## config.mk

```make
export PLATFORM = sky130hd
export DESIGN_NAME = bin2bcd_stream
export DESIGN_NICKNAME = d
export VERILOG_FILES = /design/src/rtl/bin2bcd_stream.sv
export SDC_FILE = /design/constraint.sdc
export NUM_CORES = 1
export LEC_CHECK = 0
export ABC_AREA = 0
export ABC_CLOCK_PERIOD_IN_PS = 2350
export CAP_MARGIN = 20
export CORE_UTILIZATION = 49
export CTS_CLUSTER_SIZE = 16
export DETAILED_ROUTE_END_ITERATION = 8
export GPL_TIMING_DRIVEN = 1
export PLACE_DENSITY = 0.75
export SYNTH_ARGS = -nofsm -noshare
export SYNTH_HDL_FRONTEND = slang
export SYNTH_SLANG_ARGS = --single-unit
```

## constraint.sdc

```tcl
create_clock -name iClock -period 2.35 [get_ports iClock]
set_clock_uncertainty 0.05 [all_clocks]
set_input_delay 0.705 -clock iClock [delete_from_list [all_inputs] [get_ports iClock]]
set_output_delay 0.705 -clock iClock [all_outputs]
set_load 0.03 [all_outputs]
```

## src/rtl/bin2bcd_stream.sv

```systemverilog
// bin2bcd_stream: sequential double-dabble binary-to-BCD converter with valid/ready handshakes.
// Optional two's-complement input handling is enabled by defining BIN2BCD_SIGNED_EN.
module bin2bcd_stream #(
    parameter int pBitWidth = 16,
    parameter int pDigits   = 5
) (
    input  logic                         iClock,
    input  logic                         iReset,
    input  logic                         iValid,
    output logic                         oReady,
    input  logic [pBitWidth-1:0]         iBinary,
    output logic                         oValid,
    input  logic                         iReady,
    output logic [4*pDigits-1:0]         oBcd,
    output logic [$clog2(pDigits+1)-1:0] oNumDigits,
    output logic                         oOverflow,
    output logic                         oSign
);
    localparam int CW = $clog2(pBitWidth + 1);
    localparam int NW = $clog2(pDigits + 1);
    localparam int BW = 4 * pDigits;

    typedef enum logic [1:0] {IDLE, SHIFT, DONE} state_t;

    state_t               state_q, state_d;
    logic [pBitWidth-1:0] sr_q, sr_d, sr_sh, mag;
    logic [BW-1:0]        dig_q, dig_d, dig_sh, adj;
    logic [BW-1:0]        bcd_q, bcd_d;
    logic [CW-1:0]        cnt_q, cnt_d;
    logic [NW-1:0]        nd_q, nd_d, nz;
    logic                 ovf_q, ovf_d, ovf_sh;
    logic                 ovo_q, ovo_d;

    for (genvar g = 0; g < pDigits; g++) begin : g_adj
        assign adj[4*g +: 4] = dig_q[4*g +: 4] >= 4'd5 ? dig_q[4*g +: 4] + 4'd3 : dig_q[4*g +: 4];
    end

`ifdef BIN2BCD_SIGNED_EN
    logic sgn_q, sgn_d, osg_q, osg_d;
    assign mag   = iBinary[pBitWidth-1] ? -iBinary : iBinary;
    assign sgn_d = (state_q == IDLE && iValid) ? iBinary[pBitWidth-1] : sgn_q;
    assign osg_d = (state_q == SHIFT && cnt_q == CW'(1)) ? sgn_q : osg_q;
    assign oSign = osg_q;
    always_ff @(posedge iClock or posedge iReset) begin
        if (iReset) begin
            sgn_q <= 1'b0;
            osg_q <= 1'b0;
        end else begin
            sgn_q <= sgn_d;
            osg_q <= osg_d;
        end
    end
`else
    assign mag   = iBinary;
    assign oSign = 1'b0;
`endif

    always_comb begin
        state_d = state_q;
        sr_d    = sr_q;
        dig_d   = dig_q;
        ovf_d   = ovf_q;
        cnt_d   = cnt_q;
        bcd_d   = bcd_q;
        nd_d    = nd_q;
        ovo_d   = ovo_q;
        {dig_sh, sr_sh} = {adj, sr_q} << 1;
        // a set bit 3 in the top digit is about to be shifted out of the digit field
        ovf_sh  = ovf_q | adj[BW-1];
        nz      = NW'(1);
        for (int i = 0; i < pDigits; i++)
            if (dig_sh[4*i +: 4] != 4'd0) nz = NW'(i + 1);
        case (state_q)
            IDLE: if (iValid) begin
                sr_d    = mag;
                dig_d   = '0;
                ovf_d   = 1'b0;
                cnt_d   = CW'(pBitWidth);
                state_d = SHIFT;
            end
            SHIFT: begin
                sr_d  = sr_sh;
                dig_d = dig_sh;
                ovf_d = ovf_sh;
                cnt_d = cnt_q - CW'(1);
                if (cnt_q == CW'(1)) begin
                    state_d = DONE;
                    bcd_d   = dig_sh;
                    ovo_d   = ovf_sh;
                    nd_d    = ovf_sh ? NW'(pDigits) : nz;
                end
            end
            DONE: state_d = iReady ? IDLE : DONE;
            default: state_d = IDLE;
        endcase
    end

    always_ff @(posedge iClock or posedge iReset) begin
        if (iReset) begin
            state_q <= IDLE;
            sr_q    <= '0;
            dig_q   <= '0;
            ovf_q   <= 1'b0;
            cnt_q   <= '0;
            bcd_q   <= '0;
            nd_q    <= '0;
            ovo_q   <= 1'b0;
        end else begin
            state_q <= state_d;
            sr_q    <= sr_d;
            dig_q   <= dig_d;
            ovf_q   <= ovf_d;
            cnt_q   <= cnt_d;
            bcd_q   <= bcd_d;
            nd_q    <= nd_d;
            ovo_q   <= ovo_d;
        end
    end

    assign oReady     = state_q == IDLE;
    assign oValid     = state_q == DONE;
    assign oBcd       = bcd_q;
    assign oNumDigits = nd_q;
    assign oOverflow  = ovo_q;
endmodule

```

==> results.md, run 1 <==
* area after detailed placement: 4000 sq um
* core utilization of the finished layout: 61.8%
* hold buffer count at CTS: 0
* proportion of layout cells with a drive suffix above 1: 10.2%
* die area: 7330 sq um
* register bit count reported by yosys: 68
* number of synthesis warnings: 0
* type of the worst min-delay path: reg2reg
* start of the worst register-to-register path: dig_q[16]$_DFFE_PP0P_
* vias in the first global route: 2663
* global-route congestion overflow total: 0
* category of the most critical setup path: reg2reg
* detailed-route wire length per cell: 14.6 um
* setup repair after global routing missed its margin: false
* critical path required time: 2.53 ns
* Leak Pwr: 1.84 nW
* hold worst-path end: oBcd[10]$_DFFE_PP0P_
* PD cells: 1340 nW/um^2
* H-tree depth: 3
* number of pins with negative max-slew slack in the final report: 0
* number of DRC markers after the initial detailed-route iteration: 156
* Port Buffers: 45
* outcome: completed
* Max VDD drop: 0.000486 V
* aggregate negative setup slack: 0 ns
* highest clock rate: 447 MHz
* Non-Filler Instances: 490
* number of buffer and inverter instances along the worst setup path: 0
* worst-path cell with the longest stage delay: sky130_fd_sc_hd__or4b_4
* number of cells produced by synthesis: 359
* total via count after detailed routing: 2719
* CP startpoint kind: flip-flop
* clock tree from TritonCTS: built
* fin crit share: 95.1%
* Synth-to-Final Area Change: 21.9%
* CP Cell Sequence: ha_1 -> nand2b_1 -> a21oi_1 -> xnor2_1 -> or4b_4 -> nor3_1 -> nor3_1
* critical path's top delay family: simple AND/OR/NAND/NOR gates
* Final HPWL DP: 4.71 mm
* GP Congestion: 0.865
* count of clock tree sinks: 68
* predominant post-synthesis flop cell: sky130_fd_sc_hd__dfrtp_1
* clock-pin transition on the worst setup and hold timing paths: 0.07 ns
* area of the core region: 6760 sq um
* cell count of the worst hold path: 2
* initial antenna violation count: 0
* detailed-router iteration count before antenna repair: 5
* die boundary height: 85.6 um
* clock buffer count from CTS: 9
* combined area of all synthesized cells: 3420 sq um
* final hold slack: 0.428 ns
* maximum number of pins on one net before global-route repair: 69
* # Max-Cap Violations: 0
* via density per instance: 5.55
* setup slack of the most critical reg-to-reg path: 0.12 ns
* root buf cell: sky130_fd_sc_hd__clkbuf_8
* R2R cell count: 7
* number of diodes: 0
* number of I/O pins: 47
* endpoint class of the critical path: flip-flop
* Clk Latency, worst-skew pair: 0.34 ns
* total detailed-routing wirelength: 7.14 mm
* Syn Nets: 391
* wire length of the first global-routing pass: 12.6 mm
* Final #Nets: 439
* total non-filler cell area in the finished layout: 4180 sq um
* Worst Min Path Start: oBcd[10]$_DFFE_PP0P_
* number of unique standard cell types used by synthesis: 36
* ys async rst share: 100%
* final critical delay including setup and external delays: 2.23 ns
* antenna viol nets, final: 0
* DRC violation count after routing: 0
* average cell area after synthesis: 9.54 sq um
* share of the yosys chip area belonging to registers: 49.7%
* critical path's largest stage delay: 0.58 ns
* die span in x: 85.6 um
* overall track demand over capacity in global routing: 22.0%
* number of flops mapped to enable cells by yosys: 0
* row count: 30
* number of cells after detailed placement: 476
* number of hold-slack violations in the final timing report: 0
* r2r endpoint: oNumDigits[0]$_DFFE_PP0P_
* total of endpoints with negative setup slack in the final report: 0
* cell type with the highest occurrence count on the critical path: sky130_fd_sc_hd__nor3_1
* data arrival time of the worst path: 2.41 ns
* worst-path fanout max: 5
* starting density of the core: 50.7%
* deepest clock path buffer count: 2
-- cell families (layout without fill, tap and decap cells) --
family,count (synthesis),count (layout),share of synthesized area (%)
AO/OA/AOI/OAI,113,113,18.3
AND/OR/NAND/NOR,110,110,17.5
flip-flops,68,68,49.7
buffers and inverters,35,86,4.02
multiplexers,13,13,4.17
adder cells (fa/ha/maj),12,12,4.38
XOR/XNOR,7,7,1.79
other,1,1,0.110
-- cells in the final DEF (no fill, tap or decap), types with 10 or more instances in the layout --
master / n
sky130_fd_sc_hd__buf_4: 12
sky130_fd_sc_hd__clkdlybuf4s50_1: 43
sky130_fd_sc_hd__nand2_1: 48
sky130_fd_sc_hd__o21ai_0: 60
sky130_fd_sc_hd__a21oi_1: 31
sky130_fd_sc_hd__clkbuf_8: 12
sky130_fd_sc_hd__mux2_2: 10
sky130_fd_sc_hd__ha_1: 12
sky130_fd_sc_hd__dfrtp_1: 68
sky130_fd_sc_hd__nor2b_1: 11
sky130_fd_sc_hd__inv_1: 14
-- cell usage after synthesis, types with 2 or more instances --
master | instances | area [sq um]
sky130_fd_sc_hd__o21ai_0 | 60 | 300
sky130_fd_sc_hd__nand3b_1 | 2 | 15.0
sky130_fd_sc_hd__nand2b_1 | 8 | 50.1
sky130_fd_sc_hd__a22o_1 | 6 | 52.6
sky130_fd_sc_hd__buf_2 | 2 | 10.0
sky130_fd_sc_hd__nor3b_1 | 9 | 67.6
sky130_fd_sc_hd__dfrtp_1 | 68 | 1700
sky130_fd_sc_hd__nor3_1 | 7 | 35.0
sky130_fd_sc_hd__mux2_2 | 10 | 113
sky130_fd_sc_hd__and3b_1 | 6 | 52.6
sky130_fd_sc_hd__o21bai_1 | 2 | 15.0
sky130_fd_sc_hd__nor2b_1 | 11 | 68.8
sky130_fd_sc_hd__inv_1 | 15 | 56.3
sky130_fd_sc_hd__nand2_1 | 48 | 180
sky130_fd_sc_hd__a21oi_1 | 31 | 155
sky130_fd_sc_hd__clkbuf_1 | 17 | 63.8
sky130_fd_sc_hd__ha_1 | 12 | 150
sky130_fd_sc_hd__a22oi_1 | 9 | 67.6
sky130_fd_sc_hd__a211o_1 | 2 | 17.5
sky130_fd_sc_hd__nor4b_1 | 2 | 17.5
sky130_fd_sc_hd__nand3_1 | 4 | 20.0
sky130_fd_sc_hd__mux2i_1 | 3 | 30.0
sky130_fd_sc_hd__nor2_1 | 7 | 26.3
sky130_fd_sc_hd__xnor2_1 | 6 | 52.6
-- state kept, by name, indices dropped and copies added, names as in the netlist --
register    flops
sr_q           16
oOverflow       1
oBcd           20
cnt_q           5
ovf_q           1
state_q         2
dig_q          20
oNumDigits      3
-- power by group --
part           internal, mW  switching (mW)
registers              1.65           0.407
logic                  1.16            1.50
clock network         0.454           0.423
-- metal layers --
metal  GRT usage [%]  up-vias  share of wire [%]
li1                -     1340                  -
met1            30.3     1307                 47
met2            34.0       63                 47
met3            3.66        9                4.3
met4            10.5        0                1.1
met5               0        -                  0
-- layout make-up --
| type | count | area (sq um) |
|---|---|---|
| clock buffer | 12 | 165 |
| timing repair buffer | 57 | 549 |
| multi-input combinational | 256 | 1590 |
| clock inverter | 2 | 10.0 |
| inverter | 15 | 60.1 |
| tap | 80 | 100 |
| sequential | 68 | 1700 |
| fill | 582 | 2580 |
-- metrics by stage --
stage,setup WS [ns],total power [mW]
after floorplan,0.207,3.86
after global placement,0.204,4.64
after detailed placement,0.138,4.74
after CTS,0.126,5.63
after global routing,0.0277,6.05
final,0.115,5.59
-- timing repair --
action / 4_1_cts / 5_1_grt
setup buffers: 0 / 0
setup endpoints to repair: 1 / 0
resized for setup: 1 / 0
-- worst min-delay path: cells and delay by family, from the launching register on --
family / cells / cell delay, ns
flip-flops: 1 / 0.34
AO/OA/AOI/OAI: 1 / 0.06
AND/OR/NAND/NOR: 1 / 0.04
-- worst max path at each step --
stage | depth (start not counted) | startpoint | endpoint | slack (ns)
2_1_floorplan | 8 | dig_q[17]$_DFFE_PP0P_ | oNumDigits[0]$_DFFE_PP0P_ | 0.21
3_3_place_gp | 7 | dig_q[16]$_DFFE_PP0P_ | oNumDigits[0]$_DFFE_PP0P_ | 0.20
3_5_place_dp | 8 | dig_q[13]$_DFFE_PP0P_ | oNumDigits[0]$_DFFE_PP0P_ | 0.14
4_1_cts | 8 | dig_q[13]$_DFFE_PP0P_ | oNumDigits[0]$_DFFE_PP0P_ | 0.13
5_1_grt | 8 | dig_q[17]$_DFFE_PP0P_ | oNumDigits[0]$_DFFE_PP0P_ | 0.03
6_report | 7 | dig_q[16]$_DFFE_PP0P_ | oNumDigits[0]$_DFFE_PP0P_ | 0.12
Note: power is estimated with default switching activity, not from simulation.
==> inputs of run 2 (changes only) <==
--- a/config.mk
+++ b/config.mk
@@ -8,11 +8,13 @@
 export ABC_AREA = 0
 export ABC_CLOCK_PERIOD_IN_PS = 2350
 export CAP_MARGIN = 20
-export CORE_UTILIZATION = 49
+export CORE_UTILIZATION = 55
 export CTS_CLUSTER_SIZE = 16
 export DETAILED_ROUTE_END_ITERATION = 8
+export DONT_BUFFER_PORTS = 1
 export GPL_TIMING_DRIVEN = 1
-export PLACE_DENSITY = 0.75
+export PLACE_DENSITY = 0.73
+export SLEW_MARGIN = 40
 export SYNTH_ARGS = -nofsm -noshare
 export SYNTH_HDL_FRONTEND = slang
 export SYNTH_SLANG_ARGS = --single-unit
==> constraint.sdc (replaced) <==
create_clock -name iClock -period 2.35 [get_ports iClock]
set_clock_uncertainty 0.05 [all_clocks]
set_input_delay 0.235 -clock iClock [delete_from_list [all_inputs] [get_ports iClock]]
set_output_delay 0.235 -clock iClock [all_outputs]
set_load 0.03 [all_outputs]
==> run 2 against run 1 <==
Sequential share of layout area increased by 4.1 points. Count of clock-buffer cells in the layout rose by 1. Core utilization is 2.0 points higher. Critical path depth increased by 1. Sequential cell count stayed put. Global-route usage rose by 1.0 points. Via count decreased by 5.4%. Non-clock buffer count is 44 lower. Worst setup slack got worse by 0.041 ns. Die area shrank 11%. Critical endpoint unchanged. Largest cell class unchanged. Largest power group is now sequential cells.
==> results.md, run 2 (same netlist as run 1, synthesis figures left out) <==
* detailed-router iteration count before antenna repair: 4, -1
* area of the core region: 5960 sq um, -12%
* data arrival time of the worst path: 2.45 ns, +0.04 ns
* highest clock rate: 439 MHz, -1.8%
* type of the worst min-delay path: in2reg
* clock buffer count from CTS: 9, unchanged
* aggregate negative setup slack: 0 ns, unchanged
* Worst Min Path Start: iBinary[7]
* clock tree from TritonCTS: built
* global-route congestion overflow total: 0, unchanged
* endpoint class of the critical path: flip-flop
* starting density of the core: 57.5%, +6.8 points
* final hold slack: 0.0433 ns, -0.385 ns
* placement-stage worst setup slack: 0.116 ns, -0.0216 ns
* setup slack of the most critical reg-to-reg path: 0.07 ns, -0.04 ns
* clock-pin transition on the worst setup and hold timing paths: 0.07 ns, about the same
* CP Cell Sequence: inv_1 -> ha_1 -> nand2b_1 -> nor3b_1 -> a211o_1 -> or4b_4 -> nor3_1 -> nor3_1
* root buf cell: sky130_fd_sc_hd__clkbuf_8
* total via count after detailed routing: 2572, -5.4%
* via density per instance: 5.81, +4.6%
* DRC violation count after routing: 0, unchanged
* overall track demand over capacity in global routing: 23.0%, +1.0 points
* most used cells in the layout excluding fill and tap cells: sky130_fd_sc_hd__dfrtp_1 (68), sky130_fd_sc_hd__o21ai_0 (60), sky130_fd_sc_hd__nand2_1 (48)
* transition at the pin with the smallest max-transition slack: 0.579 ns
* die area: 6550 sq um, -11%
* Leak Pwr: 1.70 nW, -7.9%
* Final HPWL DP: 4.59 mm, -2.7%
* die boundary height: 80.9 um, -5.5%
* vias in the first global route: 2437, -8.5%
* die span in x: 80.9 um, -5.5%
* cell count of the worst hold path: 2, unchanged
* Max VDD drop: 0.000697 V, +43%
* row count: 28, -6.7%
* outcome: completed
* detailed-route wire length per cell: 15.8 um, +8.3%
* start of the worst register-to-register path: dig_q[17]$_DFFE_PP0P_
* H-tree depth: 3, unchanged
* deepest clock path buffer count: 2, unchanged
* Final #Nets: 395, -10%
* critical path required time: 2.52 ns, about the same
* initial antenna violation count: 0, unchanged
* setup repair after global routing missed its margin: false
* wire length of the first global-routing pass: 11.4 mm, -9.1%
* Synth-to-Final Area Change: 10.9%
* fin crit share: 96.8%, +1.7 points
* number of pins with negative max-slew slack in the final report: 0, unchanged
* worst-path fanout max: 4, -1
* final critical delay including setup and external delays: 2.28 ns, +0.0409 ns
* # Max-Cap Violations: 0, unchanged
* count of clock tree sinks: 68, unchanged
* CP startpoint kind: flip-flop
* GP Congestion: 0.810, -6.5%
* category of the most critical setup path: reg2reg
* maximum number of pins on one net before global-route repair: 46, -33%
* R2R cell count: 8, +1
* Port Buffers: 0, -100%
* proportion of layout cells with a drive suffix above 1: 11.1%, +0.90 points
* worst setup margin: 0.0744 ns, -0.0409 ns
* number of DRC markers after the initial detailed-route iteration: 154, -1.3%
* hold worst-path end: sr_q[7]$_DFFE_PP0P_
* Clk Latency, worst-skew pair: 0.34 ns, about the same
* total detailed-routing wirelength: 6.99 mm, -2.0%
* PD cells: 1450 nW/um^2, +8.3%
* critical path's largest stage delay: 0.54 ns, -0.04 ns
* core utilization of the finished layout: 63.8%, +2.0 points
* number of hold-slack violations in the final timing report: 0, unchanged
* antenna viol nets, final: 0, unchanged
* number of diodes: 0, unchanged
* most common cell after layout, fill and taps aside: sky130_fd_sc_hd__dfrtp_1
* number of I/O pins: 47, unchanged
* r2r endpoint: oNumDigits[0]$_DFFE_PP0P_
* worst-path cell with the longest stage delay: sky130_fd_sc_hd__or4b_4
* cell type with the highest occurrence count on the critical path: sky130_fd_sc_hd__nor3_1
* total of endpoints with negative setup slack in the final report: 0, unchanged
* headroom to the max-slew limit: 61.3%
run 2: cell types whose count changed in the layout (fill, tap and decap cells not counted), sizes merged:
cell,before,now
clkinv,2,0
dlygate4sd2,1,0
clkdlybuf4s50,43,0
dlygate4sd3,0,3
buf,13,10
bufinv,0,2
inv,14,15
clkbuf,12,13
run 2: worst max-delay path: cells and delay by family (launching register included):
kind | cells | cell delay, ns
simple gates | 5 | 1.13
compound gates | 1 | 0.31
fa+ha+maj | 1 | 0.17
flops | 1 | 0.40
buf+inv | 1 | 0.09
run 2: per-stage QoR:
step / instance area, sq um / power (mW) / std cells
2_1_floorplan: 3420 / 3.86 / 359
3_3_place_gp: 3530 / 4.29 / 424
3_5_place_dp: 3530 / 4.38 / 424
4_1_cts: 3790 / 5.54 / 443
5_1_grt: 3800 / 5.93 / 443
6_report: 3800 / 5.51 / 443
run 2: area by class of cell:
| type | count | area, sq um |
|---|---|---|
| clock buffers | 13 | 169 |
| inverters | 15 | 56.3 |
| repair buffers | 13 | 118 |
| flip-flops and latches | 68 | 1700 |
| fillers | 517 | 2160 |
| clock inverters | 3 | 67.6 |
| well taps | 75 | 93.8 |
| multi-input cells | 256 | 1590 |
run 2: report_power, final:
part           internal (mW)  leakage (nW)  switching, mW
combinational          0.862         0.714           1.11
clock                  0.686         0.116          0.444
sequential              1.65         0.869          0.761
total                   3.20          1.70           2.31
run 2: worst max path at each step:
stage	start	to	cells after the start
3_3_place_gp	dig_q[16]$_DFFE_PP0P_	oNumDigits[0]$_DFFE_PP0P_	7
2_1_floorplan	dig_q[17]$_DFFE_PP0P_	oNumDigits[0]$_DFFE_PP0P_	8
3_5_place_dp	dig_q[17]$_DFFE_PP0P_	oNumDigits[0]$_DFFE_PP0P_	8
5_1_grt	dig_q[13]$_DFFE_PP0P_	oNumDigits[0]$_DFFE_PP0P_	8
4_1_cts	dig_q[17]$_DFFE_PP0P_	oNumDigits[0]$_DFFE_PP0P_	8
6_report	dig_q[17]$_DFFE_PP0P_	oNumDigits[0]$_DFFE_PP0P_	8
run 2: layer usage:
layer | GRT usage (%) | part of all wire, %
met4 | 8.75 | 1.5
met5 | 0 | 0
met2 | 35.8 | 47
met1 | 31.1 | 45
met3 | 5.28 | 6.0
run 2: repair_timing:
action	CTS	global route
hold buffers	3	0
setup endpoints to repair	0	2
resized for setup	0	1
endpoints found under the hold margin	25	0
setup buffers	0	0
